--- config.mk ---
export PLATFORM = sky130hd
export DESIGN_NAME = demux_rx_7bits
export DESIGN_NICKNAME = d
export VERILOG_FILES = /design/src/rtl/demux_rx_7bits_pkg.sv /design/src/rtl/demux_rx_7bits_slot.sv /design/src/rtl/demux_rx_7bits.sv
export SDC_FILE = /design/constraint.sdc
export NUM_CORES = 1
export LEC_CHECK = 0
export CORE_MARGIN = 2
export CORE_UTILIZATION = 47
export CTS_CLUSTER_SIZE = 12
export DETAILED_ROUTE_END_ITERATION = 8
export GPL_TIMING_DRIVEN = 0
export PLACE_DENSITY = 0.85
export SYNTH_ARGS = -nofsm -noshare
export SYNTH_HDL_FRONTEND = slang
export SYNTH_SLANG_ARGS = --single-unit
--- constraint.sdc ---
create_clock -name clk -period 2.4 [get_ports clk]
set_clock_uncertainty 0.05 [all_clocks]
set_input_delay 0.48 -clock clk [delete_from_list [all_inputs] [get_ports clk]]
set_output_delay 0.48 -clock clk [all_outputs]
set_load 0.1 [all_outputs]
--- src/rtl/demux_rx_7bits_pkg.sv ---
// Shared defaults and encodings for the two-slot receive demultiplexer.
package demux_rx_7bits_pkg;

  localparam int unsigned P_W_DEF   = 7;
  localparam int unsigned P_CNT_DEF = 8;

  // Routing mode encodings
  localparam logic MODE_MANUAL = 1'b0;
  localparam logic MODE_ALT    = 1'b1;

  // Alternate-mode pointer states
  localparam logic PTR0 = 1'b0;
  localparam logic PTR1 = 1'b1;

endpackage

--- src/rtl/demux_rx_7bits_slot.sv ---
// One output slot: a data register plus an EMPTY/FULL flag.
module demux_slot #(
  parameter int unsigned P_W = 7
) (
  input  logic           clk,
  input  logic           rst_n,
  input  logic           load,
  input  logic [P_W-1:0] din,
  input  logic           ack,
  output logic [P_W-1:0] dout,
  output logic           valid
);

  // Load wins over ack so a simultaneous accept/ack leaves the slot FULL with new data
  always_ff @(posedge clk or negedge rst_n) begin
    if (!rst_n) begin
      dout  <= '0;
      valid <= 1'b0;
    end else if (load) begin
      dout  <= din;
      valid <= 1'b1;
    end else if (ack && valid) begin
      valid <= 1'b0;
    end
  end

endmodule

--- src/rtl/demux_rx_7bits.sv ---
// Routes input words to one of two registered slots, manually or alternately.
module demux_rx_7bits
  import demux_rx_7bits_pkg::*;
#(
  parameter int unsigned P_W   = P_W_DEF,
  parameter int unsigned P_CNT = P_CNT_DEF
) (
  input  logic             clk,
  input  logic             rst_n,
  input  logic [P_W-1:0]   ent,
  input  logic             ent_valid,
  output logic             ent_ready,
  input  logic             sel,
  input  logic             mode,
  output logic [P_W-1:0]   out0,
  output logic [P_W-1:0]   out1,
  output logic             out0_valid,
  output logic             out1_valid,
  input  logic             out0_ack,
  input  logic             out1_ack,
  output logic [P_CNT-1:0] cnt
);

  logic ptr;
  logic target;
  logic accept;
  logic load0;
  logic load1;

  // Target selection, backpressure and per-slot load strobes
  always_comb begin
    target    = (mode == MODE_ALT) ? ptr : sel;
    ent_ready = target ? (!out1_valid || out1_ack) : (!out0_valid || out0_ack);
    accept    = ent_valid && ent_ready;
    load0     = accept && !target;
    load1     = accept && target;
  end

  // Alternate-mode pointer flips only on accepts made in alternate mode
  always_ff @(posedge clk or negedge rst_n) begin
    if (!rst_n) begin
      ptr <= PTR0;
    end else if (accept && (mode == MODE_ALT)) begin
      ptr <= (ptr == PTR0) ? PTR1 : PTR0;
    end
  end

  // Accepted-word counter, wraps naturally at 2^P_CNT
  always_ff @(posedge clk or negedge rst_n) begin
    if (!rst_n) begin
      cnt <= '0;
    end else if (accept) begin
      cnt <= cnt + P_CNT'(1);
    end
  end

  demux_slot #(.P_W(P_W)) u_slot0 (
    .clk   (clk),
    .rst_n (rst_n),
    .load  (load0),
    .din   (ent),
    .ack   (out0_ack),
    .dout  (out0),
    .valid (out0_valid)
  );

  demux_slot #(.P_W(P_W)) u_slot1 (
    .clk   (clk),
    .rst_n (rst_n),
    .load  (load1),
    .din   (ent),
    .ack   (out1_ack),
    .dout  (out1),
    .valid (out1_valid)
  );

endmodule

# Yosys cells after proc, flatten, opt, wreduce, memory -nomap -nowiden
# Index checks and enable logic that the tools add are counted.
# W data, S select, Z words.
dict set report op_classes {
  n_mux 7
  reduce_logical 13
  addsub 1
}
# operator count
set ops {}
lappend ops {{$add A8 B1 Y8 const B} 1}
lappend ops {{$mux W1} 7}
lappend ops {{$logic_and A1 B1 Y1} 6}
lappend ops {{$reduce_bool A2 Y1} 2}
lappend ops {{$logic_not A1 Y1} 3}
lappend ops {{$logic_or A1 B1 Y1} 2}
dict set report totals {
  input_bits 14
  word_cells 27
  out_inout_bits 25
  reg_bits 25
}

# Longest topological paths before layout
dict set report logic_depth {
  ltp_word 6
  mapped_depth 5
  mapped_depth_nobuf 4
}

# Modules after synthesis
# Synthesis repeated with hierarchy kept, for this count alone.
dict set report hier_totals {
  hier_cells 79
  hier_area_um2 1148.6
}
# mod area_each_um2 cells_each seq_area_each_um2 n_inst
set modules_own_cells {}
lappend modules_own_cells {demux_slot 329.1 18 200.2 2}
lappend modules_own_cells {demux_rx_7bits 490.5 43 225.2 1}

# Least setup slack after synthesis
# OpenSTA, ideal clock, no wires.
dict set report synth_path {
  path_type {reg2out}
  from {register u_slot1.valid}
  to {output ent_ready}
  n_path_buf 0
  t_arrival_ns 1.678
  slack_ns 0.192
  stages_incl_launch_ff 3
  required_ns 1.870
  cell_sequence {dfrtp_1 nand2b_1 mux2_2}
}
dict set report synth_via {
  elab_chain_cells 3
}
# item line_no
set synth_lines {}
lappend synth_lines {{from (decl)} demux_rx_7bits_slot.sv:11} ;# output logic valid
lappend synth_lines {{from (signal assigned)} demux_rx_7bits_slot.sv:18} ;# valid <= 1'b0;
lappend synth_lines {{from (signal assigned)} demux_rx_7bits_slot.sv:21} ;# valid <= 1'b1;
lappend synth_lines {{from (signal assigned)} demux_rx_7bits_slot.sv:23} ;# valid <= 1'b0;
lappend synth_lines {{$logic_not A1 Y1} demux_rx_7bits.sv:33} ;# ent_ready = target ? (!out1_valid || out1_ack) : (!out0_valid || out0_ack);
lappend synth_lines {{$logic_or A1 B1 Y1} demux_rx_7bits.sv:33}
lappend synth_lines {{$mux W1} demux_rx_7bits.sv:33}
lappend synth_lines {{to (decl)} demux_rx_7bits.sv:12} ;# output logic ent_ready,
# Every way passes these cells.

# Worst setup path after layout
dict set report layout_path {
  from {register u_slot1.dout[3]}
  to {output out1[3]}
}
# item line_no
set layout_rtl {}
lappend layout_rtl {{from (decl)} demux_rx_7bits_slot.sv:10} ;# output logic [P_W-1:0] dout,
lappend layout_rtl {{from (signal assigned)} demux_rx_7bits_slot.sv:20} ;# dout <= din;
lappend layout_rtl {{to (decl)} demux_rx_7bits.sv:16} ;# output logic [P_W-1:0] out1,
# No word-level cell between the ends.

==> results.toml <==
[drt]
drc = 0
viasPerCell = 5.13
routed_wl_um = 2060
num_vias = 744
wl_per_cell_um = 14.2
drt-initial-drc-count = 5
drt-pass1-iter-count = 4
detail-route-antenna-nets = 0

[synthesis]
ys_top_cells_by_area = "dfrtp_1, mux2_2, xor2_1, mux2_4, a21oi_2"
syn_avg_cell_area_sq_um = 14.8
seq_area_frac_synth_pct = 57.3
synth_cell_type_count = 17
syn_nets = 89
yosys.area.top_type = "dfrtp_1"
yosys_warnings = 0
syn_inst = 74
ys_ff_latch = 25
yosysTopAreaCellShare_pct = 57.3
syn_area_sq_mm = 0.00109

[grt]
grt_max_degree = 26
grt_pass1_wl_um = 3490
track_usage_pct = 17.9
antenna_found_initial = 0
grt_pass1_vias = 812
grt_overflow = 0

[floorplanning]
fp.dieArea_sq_mm = 0.00273
core-area_sq_mm = 0.00221
dieHeight_um = 52.2
ios = 39
die_x_um = 52.2
start_util_pct = 49.4
num_rows = 17

[timing]
post-route-period-util_pct = 98.0
drv_slew = 0
min_period_ns = 2.35
slew_headroom_pct = 29.7
timing.hold.ws_ns = 0.423
hold_violations = 0
fmax_ghz = 0.425
setup_ws_ns = 0.0473
worst_pin_slew_ns = 1.05
setup_violations = 0

[worst_setup_path]
reg2regPathDepth = 5
crit_cells = 1
crit_chain = "clkdlybuf4s50_1"
cp_data_required_time_ns = 1.87
crit_type = "reg2out"
arrival_ns = 1.82
critical-path-max-stage-delay_ns = 1.13
start_kind = "register"
cp_slowest_cell = "clkdlybuf4s50_1"
path_max_fanout = 2
critical-path-top-delay-family = "buffers and inverters"
crit_buf_inv = 1
cp-end-kind = "primary output"

[layout]
drive_gt1_share_pct = 27.4
area_growth_pct = 42.2
diodes = 0
mostFrequentLayoutCell = "dfrtp_1"
ff_latch_area_sq_um = 626
fillCellCount = 178
stdcell_area_sq_mm = 0.00155
multi_input_area_sq_um = 444
fin_util_pct = 70.2
nets = 133
final_cell_mix = "dfrtp_1, clkdlybuf4s50_1, mux2_2"

[cts]
tritoncts = "yes"
cts_max_path_buffers = 2
numCtsBuffers = 3
htreeDepth = 1
cts-root-buf = "clkbuf_4"
clock_sinks = 25
insertion_delay_ns = 0.31
clkTransAtPathRegs_ns = 0.13

[run_status]
status = "finished clean"

[place]
placed_cell_area_sq_mm = 0.00151
port_buffers = 38
gp_congestion = 0.772
place_ws_ns = -0.729
dp_hpwl_um = 1600

[job]
drv_cap = 0

[min_path]
min_path_type = "reg2reg"
min_delay_path_depth = 1
stage by stage:
stage | cells | TNS (ns)
CTS | 144 | 0
detailed placement | 140 | -0.729
floorplan | 74 | 0
finish | 145 | 0
global route | 145 | -0.00131
global placement | 140 | -0.738
cell families after synthesis:
| group | synth area share, % |
|---|---|
| adders and majority gates | 1.15 |
| AOI/OAI and AO/OA | 5.38 |
| xor gates and xnor gates | 6.41 |
| and+or+nand+nor | 8.59 |
| buffers and inverters | 2.06 |
| DFF | 57.3 |
| muxes | 19.1 |
registers in the layout, indices dropped and copies added (netlist names):
signal / flops
u_slot1.dout: 7
u_slot0.dout: 7
u_slot0.valid: 1
u_slot1.valid: 1
ptr: 1
cnt: 8
layout make-up:
cell class	instances	area share, %
buffer	2	1.45
clock buffer	3	1.45
clock inverter	1	0.322
multi-input combinational	47	28.6
sequential	25	40.3
tap	28	2.26
timing repair buffer	39	25.6
cell usage after synthesis:
cell       n
dfrtp_1   25
mux2_2    12
xor2_1     8
a21oi_2    5
mux2_4     4
nand2_1    4
nand3_1    3
a21boi_0   2
buf_6      2
nand2b_1   2
and3_1     1
and4_1     1
ha_1       1
mux2i_2    1
nand3_2    1
nand3b_4   1
nand4_1    1
timing repair:
action	4_1_cts	5_1_grt
setup buffers	0	1
hold buffers	0	0
resized for setup	14	7
setup endpoints to repair	8	8
worst paths after layout:
kind                                 start         endpoint  slack (ns)
min in group asynchronous            rst_n  u_slot1.dout[5]        0.67
min reg2reg                         cnt[7]           cnt[7]        0.42
max                        u_slot1.dout[3]          out1[3]        0.05
max reg2reg                            ptr  u_slot0.dout[6]        0.78
max in group asynchronous            rst_n  u_slot0.dout[1]        1.00
min                                 cnt[7]           cnt[7]        0.42
layer usage:
metal | global-route usage (%) | part of all wire (%)
met5 | 0 | 0
met4 | 9.83 | 2.9
met3 | 3.71 | 6.5
met2 | 29.5 | 51
met1 | 21.8 | 39
Power is left out: the tool's default activity adds up to more than one toggle a clock period on the data nets, which glitch-free logic cannot reach.
